$ cat src/rtl/des_sbox_sequencer.sv
// DES S-layer sequencer: walks a 48-bit word through eight registered S-box lanes, one 6-bit chunk per cycle.
// Define DES_SBOX_SEQ_PERM_EN to apply the DES P-permutation to Data_Out.
module des_sbox_sequencer (
  input  logic        clk,
  input  logic        rst,
  input  logic        Start,
  input  logic [47:0] Data_In,
  output logic        Busy,
  output logic        Done,
  output logic        Error,
  output logic [31:0] Data_Out,
  output logic [5:0]  Sbox_Input,
  output logic [7:0]  Sbox_Select,
  input  logic [31:0] Sbox_Output,
  input  logic [7:0]  Sbox_Finish
);

  typedef enum logic [1:0] {IDLE, ISSUE, DRAIN, DONE} state_t;

  state_t      state;
  logic [47:0] word;
  logic [2:0]  lane;
  logic [31:0] acc;
  logic [2:0]  cap_lane;
  logic        cap_ok;
  logic [31:0] acc_cap;

  // Six-bit chunk for lane idx (0 = S1 = DES bits 1..6)
  function automatic logic [5:0] chunk(input logic [47:0] w, input logic [2:0] idx);
    return w[6'(47 - 6 * int'(idx)) -: 6];
  endfunction

`ifdef DES_SBOX_SEQ_PERM_EN
  localparam int unsigned P [32] = '{16,  7, 20, 21, 29, 12, 28, 17,
                                      1, 15, 23, 26,  5, 18, 31, 10,
                                      2,  8, 24, 14, 32, 27,  3,  9,
                                     19, 13, 30,  6, 22, 11,  4, 25};

  // Output DES bit i takes accumulator DES bit P[i]; DES bit n sits at index 32-n
  function automatic logic [31:0] out_map(input logic [31:0] a);
    logic [31:0] r;
    r = '0;
    for (int i = 1; i <= 32; i++) r[5'(32 - i)] = a[5'(32 - int'(P[i-1]))];
    return r;
  endfunction
`else
  function automatic logic [31:0] out_map(input logic [31:0] a);
    return a;
  endfunction
`endif

  // Lanes answer one cycle after selection, so the lane due now is the previous issue
  assign cap_lane = (state == DRAIN) ? 3'd7 : 3'(lane - 3'd1);
  assign cap_ok   = Sbox_Finish[cap_lane];

  always_comb begin
    acc_cap = acc;
    acc_cap[5'(31 - 4 * int'(cap_lane)) -: 4] = Sbox_Output[5'(31 - 4 * int'(cap_lane)) -: 4];
  end

  always_ff @(posedge clk) begin
    if (rst) begin
      state       <= IDLE;
      word        <= '0;
      lane        <= '0;
      acc         <= '0;
      Busy        <= 1'b0;
      Done        <= 1'b0;
      Error       <= 1'b0;
      Data_Out    <= '0;
      Sbox_Select <= '0;
      Sbox_Input  <= '0;
    end else begin
      Done  <= 1'b0;
      Error <= 1'b0;
      case (state)
        IDLE, DONE: begin
          if (Start) begin
            word        <= Data_In;
            lane        <= 3'd0;
            acc         <= '0;
            Sbox_Select <= 8'd1;
            Sbox_Input  <= chunk(Data_In, 3'd0);
            Busy        <= 1'b1;
            state       <= ISSUE;
          end else begin
            state <= IDLE;
          end
        end
        ISSUE: begin
          if (lane != 3'd0 && !cap_ok) begin
            Error       <= 1'b1;
            Busy        <= 1'b0;
            Sbox_Select <= '0;
            Sbox_Input  <= '0;
            state       <= IDLE;
          end else begin
            if (lane != 3'd0) acc <= acc_cap;
            if (lane == 3'd7) begin
              Sbox_Select <= '0;
              Sbox_Input  <= '0;
              state       <= DRAIN;
            end else begin
              lane        <= 3'(lane + 3'd1);
              Sbox_Select <= Sbox_Select << 1;
              Sbox_Input  <= chunk(word, 3'(lane + 3'd1));
            end
          end
        end
        DRAIN: begin
          Busy <= 1'b0;
          if (!cap_ok) begin
            Error <= 1'b1;
            state <= IDLE;
          end else begin
            acc      <= acc_cap;
            Data_Out <= out_map(acc_cap);
            Done     <= 1'b1;
            state    <= DONE;
          end
        end
        default: state <= IDLE;
      endcase
    end
  end

endmodule

$ cat config.mk
export PLATFORM = sky130hd
export DESIGN_NAME = des_sbox_sequencer
export DESIGN_NICKNAME = d
export VERILOG_FILES = /design/src/rtl/des_sbox_sequencer.sv
export SDC_FILE = /design/constraint.sdc
export NUM_CORES = 1
export LEC_CHECK = 0
export CAP_MARGIN = 10
export CORE_ASPECT_RATIO = 0.75
export CORE_UTILIZATION = 63
export DETAILED_ROUTE_END_ITERATION = 8
export DONT_BUFFER_PORTS = 1
export PLACE_DENSITY_LB_ADDON = 0.2
export SLEW_MARGIN = 15
export SYNTH_ARGS = -nofsm -noshare
export SYNTH_HDL_FRONTEND = slang
export SYNTH_SLANG_ARGS = --single-unit
$ cat constraint.sdc
create_clock -name clk -period 4.38 [get_ports clk]
set_input_delay 0.657 -clock clk [delete_from_list [all_inputs] [get_ports clk]]
set_output_delay 0.657 -clock clk [all_outputs]
set_load 0.02 [all_outputs]
======== Word level (Yosys, flattened, before mapping) ========
Cells that the tools add are included.
word-level totals
  register bits ........................... 134
operators by class
  equal/unequal tests ..................... 11
  muxes and demuxes ....................... 32
  bitwise gates (word level) .............. 1
  shifts and indexed selects .............. 4
  add/sub/neg operators ................... 5
  magnitude comparators ................... 1
  reductions and logical operators ........ 13
  multipliers ............................. 1
operators by type and width
  kind                    number
  $mux 32                 4
  $pmux 32 s3             1
  $shiftx 53x6->6         1
  $shift 4x6->35 const A  1
  $shiftx 35x5->4         1
  $shiftx 4x6->35         1
  $bwmux 32               1
  $mux 8                  3
  $mux 6                  3
  $pmux 8 s2              1
  $mux 3                  4
  $ne 2x2->1 const B      6
  $reduce_and 2->1        4
  $reduce_and 4->1        2
  $mux 1                  7
  $mux 2                  3
  $neg 5->6               1
  $pmux 2 s3              1
  $pmux 3 s2              1
  $sub 6x6->6 const A     1
  $mul 2x3->5 const A     1
  $sub 5x5->5 const A     1
  $eq 2x2->1 const B      2
  $lt 3x4->1 const B      1
  15 further kinds        16

======== Depth between registers and ports, before layout ========
Gate-level depths: netlist of the first run.
  depth after elaboration ................. 9
  gate-level depth with buffers ........... 15
  gate-level depth less buffers ........... 10

======== Worst setup path before layout of the first run ========
No wires, ideal clock.
  kind .................................... register to register
  start point ............................. reg lane[0]
  end point ............................... reg Sbox_Input[1]
  cell stages (with the launch flop) ...... 16
  setup time .............................. 87 ps
  arrival ................................. 2979 ps
  data required time ...................... 4293 ps
  clock period less this slack ............ 3066 ps
  slack ................................... 1314 ps
  cells stage by stage .................... dfxtp_1 -> buf_4 -> inv_2 -> ha_1 -> buf_4 -> buf_4 -> buf_2 -> inv_1 -> ha_1 -> a21oi_1 -> clkbuf_1 -> a21oi_1 -> o22ai_1 -> o32a_1 -> o221ai_1 -> o31ai_1
on the way
  cells in the longest elaborated chain, start to end .. 8
  elaborated cells between the ends (all ways) .. 15
ends and longest elaborated chain
  item                                                                 RTL line  RTL
  start: declaration                                                   22        logic [2:0] lane;
  start signal: assignment                                             104       lane <= 3'(lane + 3'd1);
  parallel branches: the longest is 6 deep, another holds $sub 6x6->6  --
  $mux 6 *                                                             91        if (lane != 3'd0 && !cap_ok) begin
  $mux 6 *                                                             76        case (state)
  end signal: assignment                                               83        Sbox_Input <= chunk(Data_In, 3'd0);
  end signal: assignment                                               106       Sbox_Input <= chunk(word, 3'(lane + 3'd1));
  end: declaration                                                     12        output logic [5:0] Sbox_Input,
Mark *: on every way between the ends. The select of a mux whose other input is x is not followed.
A chain may end at the register's enable or synchronous reset.

======== Worst setup path after layout of the first run ========
  start point ............................. reg lane[0]
  end point ............................... reg Sbox_Input[0]
The elaborated chain is that of the path after synthesis.

==> results_dict.tcl, run 1 <==
set metrics [dict create \
    grt_pass1_wl_um 21300 \
    crit_required_ps 4810 \
    dieArea_mm2 0.00875 \
    timing_worst_slew_pin_value_ps 767 \
    wire_per_inst_um 18.7 \
    endpoint "Sbox_Input[0]$_SDFFE_PP0P_" \
    synth.ff_latch_count 114 \
    htree_levels 4 \
    start_util_pct 66.1 \
    post_synth_inst_count 610 \
    gpl.final_weighted_congestion 0.981 \
    port_buffers 0 \
    cellInternalPower_uw 2070 \
    num_rows 28 \
    cap_viol_max_count 0 \
    clock_power_share_pct 49.1 \
    maxSlewViolCount 0 \
    avgViaCountPerCell 6.39 \
    period_minus_slack_ps 3630 \
    areaGrowthSynthToFinish_pct 11.4 \
    dr.pass1.iters 5 \
    drive_above_1_share_pct 10.7 \
    max_slew_margin_pct 48.9 \
    utilization_pct 73.6 \
    synth_most_common_cell "nand2_1" \
    antenna_cells 0 \
    design.core.area_mm2 0.00799 \
    syn-num-nets 711 \
    clkLatencyLatePin_ps 520 \
    route.antenna.remaining_nets 0 \
    critical_path_arrival_ps 4050 \
    synth_async_sr_flop_share_pct 0 \
    place.detailed.hpwl_um 8970 \
    hold_path.class "primary input to register" \
    postCtsSetupBuffers 0 \
    maximum_fanout_along_the_worst_path 22 \
    synth_sequential_area_ratio_pct 43.2 \
    cp-startpoint "lane[0]$_SDFFE_PP0P_" \
    status "completed" \
    rrSetupSlack_ps 750 \
    grt.total_usage_pct 32.3 \
    report.final.setup_viol 0 \
    ctsRootBufferMaster "clkbuf_8" \
    grt_antenna_before_repair 0 \
    power_leakage_uw 0.00211 \
    post_cts_resized 0 \
    clk_path_buf_depth 2 \
    netSwitchingPower_uw 730 \
    synth_largest_area_cell "dfxtp_1" \
    synth-main-ff-cell "dfxtp_1" \
    power.share.combinational_pct 11.6 \
    grt_setup_unrepaired "false" \
    critical_path.reg2reg.endpoint "Sbox_Input[0]$_SDFFE_PP0P_" \
    dr_total_vias 4547 \
    worst-setup-path-type "register to register" \
    seq_power_share_pct 39.4 \
    drt_wl_total_um 13300 \
    yosysWarnings 0 \
    chipWidth_um 108 \
    grt_max_degree 95 \
    max_clock_freq_mhz 276 \
    worstReg2RegStart "lane[0]$_SDFFE_PP0P_" \
    synthTopCellsByArea "dfxtp_1, nand2_1, a21oi_1" \
    finish.net_count 695 \
    power.density_mw_per_mm2 477 \
    timing_hold_violations_final 0 \
    mean_instance_size_in_the_synthesized_netlist_um2 8.65 \
    clkSlewWorstSetupHoldPaths_ps 60 \
    tritoncts.num_buffers 17 \
    synth-edff-count 0 \
    first_global_vias 4300 \
    finClkSkew_ps 5.32 \
    gr-total-overflow 0 \
    drt_iter0_drc 420 \
    finalPower_uw 2800 \
    post_synth_instance_area_mm2 0.00528 \
    synthDistinctLibCells 55 \
    rr_worst_depth 10 \
    cts_tree "built" \
    critPathLaunchType "register" \
    worstSetupEndpointType "register" \
    synthTopCellsByCount "nand2_1, dfxtp_1, a21oi_1" \
    synthDominantCellAreaShare_pct 43.2 \
    die_h_um 81.3 \
    post-route-drc-count 0 \
    io_pins 140 \
    postCtsHoldBufs 0 \
    max-vdd-ir-drop_mv 0.352 \
    timing.hold.ws_ps 213 \
    fin_crit_sh_pct 82.8 \
    final_total_negative_setup_slack_ps 0 \
    p_sw_share_pct 26.0 \
    clock-sinks 114 \
]
==> critical path: stages (launching register included) <==
cell and delay (ps):
dfxtp_1 590, inv_2 240, ha_1 420, buf_4 260, ha_1 250, a21oi_1 600
nand2_1 320, o221ai_1 320, o32a_1 170, o221ai_1 130, o31ai_1 220
==> power by group through the flow <==
| stage | Clock, uW | Combinational, uW | Sequential (uW) |
|---|---|---|---|
| global route | 1440 | 355 | 1110 |
| detailed placement | 0 | 315 | 1120 |
| floorplan | 0 | 270 | 1110 |
| finish | 1380 | 325 | 1100 |
| CTS | 1380 | 318 | 1100 |
| global placement | 0 | 307 | 1120 |
==> area by class of cell <==
cell class | count | area (um^2)
timing repair buffer | 9 | 67.6
sequential | 114 | 2280
inverter | 13 | 48.8
clock buffer | 20 | 435
fill | 607 | 2110
multi-input combinational | 439 | 2760
tap | 105 | 131
clock inverter | 12 | 156
==> kinds of logic (layout without fill, tap and decap cells) <==
family	after synthesis	count (layout)	share of synthesized area, %
DFF	114	114	43.2
AOI/OAI and AO/OA	165	165	19.7
and+or+nand+nor	226	226	18.8
adders and majority gates	10	10	2.51
muxes	34	34	10.5
buffers and inverters	57	54	4.60
xor gates and xnor gates	4	4	0.664
==> worst min-delay path by stage <==
stage	to	slack [ps]	cells after the start	startpoint
detailed placement	Data_Out[29]$_SDFFE_PP0P_	430	2	acc[29]$_SDFFE_PP0P_
finish	Data_Out[27]$_SDFFE_PP0P_	210	1	rst
floorplan	Data_Out[16]$_SDFFE_PP0P_	430	2	acc[16]$_SDFFE_PP0P_
global placement	Data_Out[21]$_SDFFE_PP0P_	430	2	acc[21]$_SDFFE_PP0P_
global route	Data_Out[7]$_SDFFE_PP0P_	180	1	rst
CTS	Data_Out[20]$_SDFFE_PP0P_	190	1	rst
==> sequential cells by signal, indices dropped and copies added (netlist names) <==
name	count
Sbox_Select	8
Busy	1
acc	28
Done	1
word	32
state	2
Sbox_Input	6
Error	1
lane	3
Data_Out	32
==> cells in the final DEF, fill, tap and decap left out, drive strengths merged, types with 11 or more instances in the layout <==
| cell | netlist | routed |
|---|---|---|
| a21oi | 84 | 84 |
| a32oi | 11 | 11 |
| and2 | 20 | 20 |
| clkbuf | 26 | 20 |
| dfxtp | 114 | 114 |
| inv | 12 | 14 |
| mux2i | 17 | 17 |
| mux4 | 17 | 17 |
| nand2 | 142 | 142 |
| nor2 | 26 | 26 |
| o21ai | 17 | 17 |
==> stage by stage <==
stage | instance area, um^2 | worst slack (ps) | std cells
after floorplan | 5280 | 1310 | 610
after global placement | 5280 | 986 | 680
after detailed placement | 5280 | 864 | 680
after CTS | 5880 | 824 | 712
after global routing | 5880 | 500 | 712
final | 5880 | 754 | 712
==> metal layers <==
metal / up-vias / share of wire [%] / global-route usage, %
li1: 2132 / - / -
met1: 2176 / 46 / 44.0
met2: 225 / 42 / 46.0
met3: 14 / 11 / 14.0
met4: 0 / 0.94 / 9.73
met5: - / 0 / 0
Power figures use the tool's default switching activity.
==> run 2, diff against run 1 <==
==> constraint.sdc (replaced) <==
create_clock -name clk -period 3.5 [get_ports clk]
set_input_delay 0.525 -clock clk [delete_from_list [all_inputs] [get_ports clk]]
set_output_delay 0.525 -clock clk [all_outputs]
set_load 0.02 [all_outputs]
==> results_dict.tcl, run 2 (same netlist as run 1, synthesis figures left out) <==
set metrics [dict create \
    gpl.final_weighted_congestion 0.912 \
    design.core.area_mm2 0.00799 \
    post_cts_resized 0 \
    drive_above_1_share_pct 11.2 \
    antenna_cells 0 \
    final_total_negative_setup_slack_ps 0 \
    critical_path_arrival_ps 3540 \
    critPathLaunchType "register" \
    clkLatencyLatePin_ps 520 \
    largestRegisters "Data_Out: 32 flops, word: 32 flops, acc: 28 flops" \
    grt_antenna_before_repair 0 \
    grt.total_usage_pct 31.2 \
    fin_crit_sh_pct 88.8 \
    route.antenna.remaining_nets 0 \
    drt_wl_total_um 13100 \
    grt_max_degree 95 \
    die_h_um 81.3 \
    cap_viol_max_count 0 \
    num_rows 28 \
    chipWidth_um 108 \
    timing.final.ws_setup_ps 393 \
    dr_total_vias 4495 \
    grt_setup_unrepaired "false" \
    globalRouteMet3Util_pct 10.8 \
    tritoncts.num_buffers 17 \
    power.share.combinational_pct 12.0 \
    htree_levels 4 \
    most_common_cell_after_layout_fill_and_taps_aside "nand2_1" \
    finish.net_count 697 \
    clock_power_share_pct 47.4 \
    place.detailed.hpwl_um 8730 \
    first_global_vias 4043 \
    finClkSkew_ps 9.89 \
    cellInternalPower_uw 2460 \
    grt.met1_usage_pct 45.3 \
    postCtsHoldBufs 0 \
    power_leakage_uw 0.00211 \
    grt_use_met2_pct 42.6 \
    maxSlewViolCount 0 \
    grt_pass1_wl_um 20400 \
    seq_power_share_pct 40.6 \
    gr-total-overflow 0 \
    clk_path_buf_depth 2 \
    port_buffers 0 \
    p_sw_share_pct 27.6 \
    worst-setup-path-type "register to register" \
    netSwitchingPower_uw 935 \
    finalInstanceArea_mm2 0.00585 \
    max-vdd-ir-drop_mv 0.437 \
    power.density_mw_per_mm2 580 \
    start_util_pct 66.1 \
    maximum_fanout_along_the_worst_path 21 \
    crit_required_ps 3930 \
    final_cell_mix "nand2_1, dfxtp_1, a21oi_1" \
    avgViaCountPerCell 6.30 \
    post_dp_cell_area_mm2 0.00530 \
    timing_hold_violations_final 0 \
    dieArea_mm2 0.00875 \
    ctsRootBufferMaster "clkbuf_8" \
    period_minus_slack_ps 3110 \
    post-route-drc-count 0 \
    clkSlewWorstSetupHoldPaths_ps 60 \
    areaGrowthSynthToFinish_pct 10.9 \
    report.final.setup_viol 0 \
    status "completed" \
    wire_per_inst_um 18.4 \
    dr.pass1.iters 5 \
    max_clock_freq_mhz 322 \
    io_pins 140 \
    max_slew_margin_pct 18.3 \
    worstSetupEndpointType "register" \
    busiest_layer "met1" \
    clock-sinks 114 \
    timing_worst_slew_pin_value_ps 1220 \
    drt_iter0_drc 487 \
    place_ws_ps 454 \
    hold_path.class "primary input to register" \
    timing.hold.ws_ps 64.7 \
    postCtsSetupBuffers 0 \
    cts_tree "built" \
]
-- run 2: changes by cell type in the layout (fill, tap and decap cells not counted) --
cell / previous run / this run
nor3_1: 5 / 6
clkinv_2: 2 / 4
nor3_2: 2 / 1
bufinv_16: 3 / 1
buf_4: 9 / 11
clkinv_4: 1 / 2
clkbuf_1: 2 / 0
inv_6: 2 / 5
clkinvlp_4: 4 / 2
-- run 2: through the flow --
stage | power, uW | util (%) | cells
after detailed placement | 1800 | 66.3 | 682
after floorplan | 1730 | - | 610
after CTS | 3400 | 73.3 | 714
after global placement | 1790 | 66.3 | 682
final | 3390 | 73.3 | 714
after global routing | 3510 | 73.3 | 714
-- run 2: worst paths after layout --
check	cells past startpoint	slack (ps)	start	to
hold / removal	1	60	rst	Data_Out[23]$_SDFFE_PP0P_
setup / recovery	12	390	lane[0]$_SDFFE_PP0P_	Sbox_Input[0]$_SDFFE_PP0P_
setup reg to reg	12	390	lane[0]$_SDFFE_PP0P_	Sbox_Input[0]$_SDFFE_PP0P_
hold reg to reg	2	450	acc[4]$_SDFFE_PP0P_	Data_Out[4]$_SDFFE_PP0P_
-- run 2: final cells by class --
cell class	count	area (um^2)
Inverter	13	48.8
Tap cell	105	131
Multi-Input combinational cell	439	2750
Fill cell	610	2130
Timing Repair Buffer	11	82.6
Clock buffer	18	428
Clock inverter	14	126
Sequential cell	114	2280
-- run 2: worst max-delay path, cell delays in order, from the launching register on --
cell and delay (ps):
dfxtp_1 400, inv_2 160, ha_1 360, buf_4 300, inv_1 220, ha_1 270
a21oi_1 150, buf_4 190, nand2_1 170, o221ai_1 280, o32a_1 170, o221ai_1 120
o31ai_1 220
-- run 2: power by group through the flow --
stage	combinational [uW]	clock [uW]	sequential [uW]
floorplan	337	0	1390
global placement	388	0	1400
detailed placement	398	0	1400
CTS	399	1630	1380
global route	446	1690	1380
finish	406	1610	1380
-- run 2: layer usage --
layer / vias up / wire, um
met1: 2112 / 6170
met2: 227 / 5500
li1: 2139 / -
met3: 17 / 1320
met5: - / 0
met4: 0 / 156
==> run 3, diff against run 2 <==
--- a/config.mk
+++ b/config.mk
@@ -11,7 +11,7 @@
 export DETAILED_ROUTE_END_ITERATION = 8
 export DONT_BUFFER_PORTS = 1
 export PLACE_DENSITY_LB_ADDON = 0.2
-export SLEW_MARGIN = 15
+export SLEW_MARGIN = 20
 export SYNTH_ARGS = -nofsm -noshare
 export SYNTH_HDL_FRONTEND = slang
 export SYNTH_SLANG_ARGS = --single-unit
==> results_dict.tcl, run 3 (same netlist as run 1, synthesis figures left out) <==
set metrics [dict create \
    status "completed" \
    start_util_pct 66.1 \
    power.density_mw_per_mm2 579 \
    gpl.final_weighted_congestion 0.912 \
    design.core.area_mm2 0.00799 \
    maximum_fanout_along_the_worst_path 21 \
    num_rows 28 \
    finalInstanceArea_mm2 0.00586 \
    layout.filler_cells 610 \
    timing_worst_slew_pin_value_ps 689 \
    crit_required_ps 3930 \
    hp-start "rst" \
    timing_hold_violations_final 0 \
    areaGrowthSynthToFinish_pct 11.0 \
    clock-sinks 114 \
    cellInternalPower_uw 2460 \
    most_common_cell_after_layout_fill_and_taps_aside "nand2_1" \
    grt_max_degree 95 \
    report.final.setup_viol 0 \
    netSwitchingPower_uw 937 \
    seq_power_share_pct 40.6 \
    final_total_negative_setup_slack_ps 0 \
    gr-total-overflow 0 \
    rrSetupSlack_ps 380 \
    route.antenna.remaining_nets 0 \
    clock_power_share_pct 47.4 \
    worst-setup-path-type "register to register" \
    power_leakage_uw 0.00211 \
    dr_total_vias 4483 \
    critical_path.reg2reg.endpoint "Sbox_Input[0]$_SDFFE_PP0P_" \
    drive_above_1_share_pct 11.3 \
    clk_path_buf_depth 2 \
    ctsRootBufferMaster "clkbuf_8" \
    grt.total_usage_pct 31.2 \
    max-vdd-ir-drop_mv 0.432 \
    critical_path_arrival_ps 3540 \
    dr.pass1.iters 5 \
    die_h_um 81.3 \
    postCtsHoldBufs 0 \
    period_minus_slack_ps 3120 \
    worstReg2RegStart "lane[0]$_SDFFE_PP0P_" \
    dieArea_mm2 0.00875 \
    finClkSkew_ps 14.6 \
    hold_path.class "primary input to register" \
    clkSlewWorstSetupHoldPaths_ps 60 \
    clkLatencyLatePin_ps 530 \
    cpPeakStageDelay_ps 400 \
    fin_crit_sh_pct 89.0 \
    grt_antenna_before_repair 0 \
    post_cts_resized 0 \
    critical_path.slowest_cell "dfxtp_1" \
    avgViaCountPerCell 6.28 \
    cp_cell_sequence "inv_2, ha_1, buf_4, inv_1, ha_1, a21oi_1, buf_4, nand2_1, o221ai_1, o32a_1, o221ai_1, o31ai_1" \
    multiInputGateArea_mm2 0.00276 \
    first_global_vias 4043 \
    max_slew_margin_pct 53.8 \
    rr_worst_depth 12 \
    min_path_cells 1 \
    maxSlewViolCount 0 \
    cap_viol_max_count 0 \
    drt_iter0_drc 473 \
    wire_per_inst_um 18.3 \
    grt_setup_unrepaired "false" \
    worst_hold_path.endpoint "Data_Out[27]$_SDFFE_PP0P_" \
    largestRegisters "Data_Out: 32 flops, word: 32 flops, acc: 28 flops" \
    post-route-drc-count 0 \
    worstSetupEndpointType "register" \
    cts_tree "built" \
    antenna_cells 0 \
    tritoncts.num_buffers 17 \
    final_cell_mix "nand2_1, dfxtp_1, a21oi_1" \
    max_clock_freq_mhz 321 \
    finish.net_count 697 \
    postCtsSetupBuffers 0 \
    grt_pass1_wl_um 20400 \
    port_buffers 0 \
    chipWidth_um 108 \
    io_pins 140 \
    ff_latch_area_mm2 0.00228 \
    drt_wl_total_um 13100 \
    post_dp_cell_area_mm2 0.00530 \
    place.detailed.hpwl_um 8730 \
    htree_levels 4 \
    power.share.combinational_pct 12.0 \
    p_sw_share_pct 27.6 \
    critPathLaunchType "register" \
]
## run 3: per-stage QoR
stage | hold WS (ps) | cells | total power [uW] | util, % | setup WS, ps
global placement | 427 | 682 | 1790 | 66.3 | 496
global route | 44.4 | 714 | 3520 | 73.3 | 148
CTS | 50.8 | 714 | 3400 | 73.3 | 402
detailed placement | 438 | 682 | 1800 | 66.3 | 454
floorplan | 427 | 610 | 1730 | - | 434
finish | 66.0 | 714 | 3390 | 73.3 | 385
## run 3: how the worst max path moves through the flow
stage                         startpoint                         end  slack, ps  cells after the start
floorplan           lane[0]$_SDFFE_PP0P_  Sbox_Input[1]$_SDFFE_PP0P_        430                     15
global placement    lane[0]$_SDFFE_PP0P_  Sbox_Input[0]$_SDFFE_PP0P_        500                     12
detailed placement  lane[0]$_SDFFE_PP0P_  Sbox_Input[1]$_SDFFE_PP0P_        450                     12
CTS                 lane[0]$_SDFFE_PP0P_  Sbox_Input[0]$_SDFFE_PP0P_        400                     12
global route        lane[0]$_SDFFE_PP0P_  Sbox_Input[0]$_SDFFE_PP0P_        150                     12
finish              lane[0]$_SDFFE_PP0P_  Sbox_Input[0]$_SDFFE_PP0P_        380                     12
## run 3: critical path, delay by kind of cell (launching register included)
kind                     cells  cell delay [ps]
AND/OR/NAND/NOR              1              160
adder cells (fa/ha/maj)      2              630
flip-flops                   1              400
buffers and inverters        4              870
AO/OA/AOI/OAI                5              940
## run 3: layer usage
layer	GRT usage (%)	vias up	routed length [um]
met1	45.3	2105	6120
met2	42.6	232	5440
met3	10.8	15	1400
li1	-	2131	-
met4	10.1	0	138
met5	0	-	0
## run 3: area by class of cell
class                      count  share of cell area, %
multi-input combinational    439                   47.1
sequential                   114                   39.0
clock buffer                  18                   7.30
tap                          105                   2.24
clock inverter                14                   2.16
timing repair buffer          11                   1.41
inverter                      13                  0.833
## run 3: power groups by stage
stage | clock network, uW | logic [uW] | registers, uW
finish | 1610 | 408 | 1380
global route | 1690 | 447 | 1380
CTS | 1630 | 399 | 1380
detailed placement | 0 | 398 | 1400
global placement | 0 | 388 | 1400
floorplan | 0 | 337 | 1390
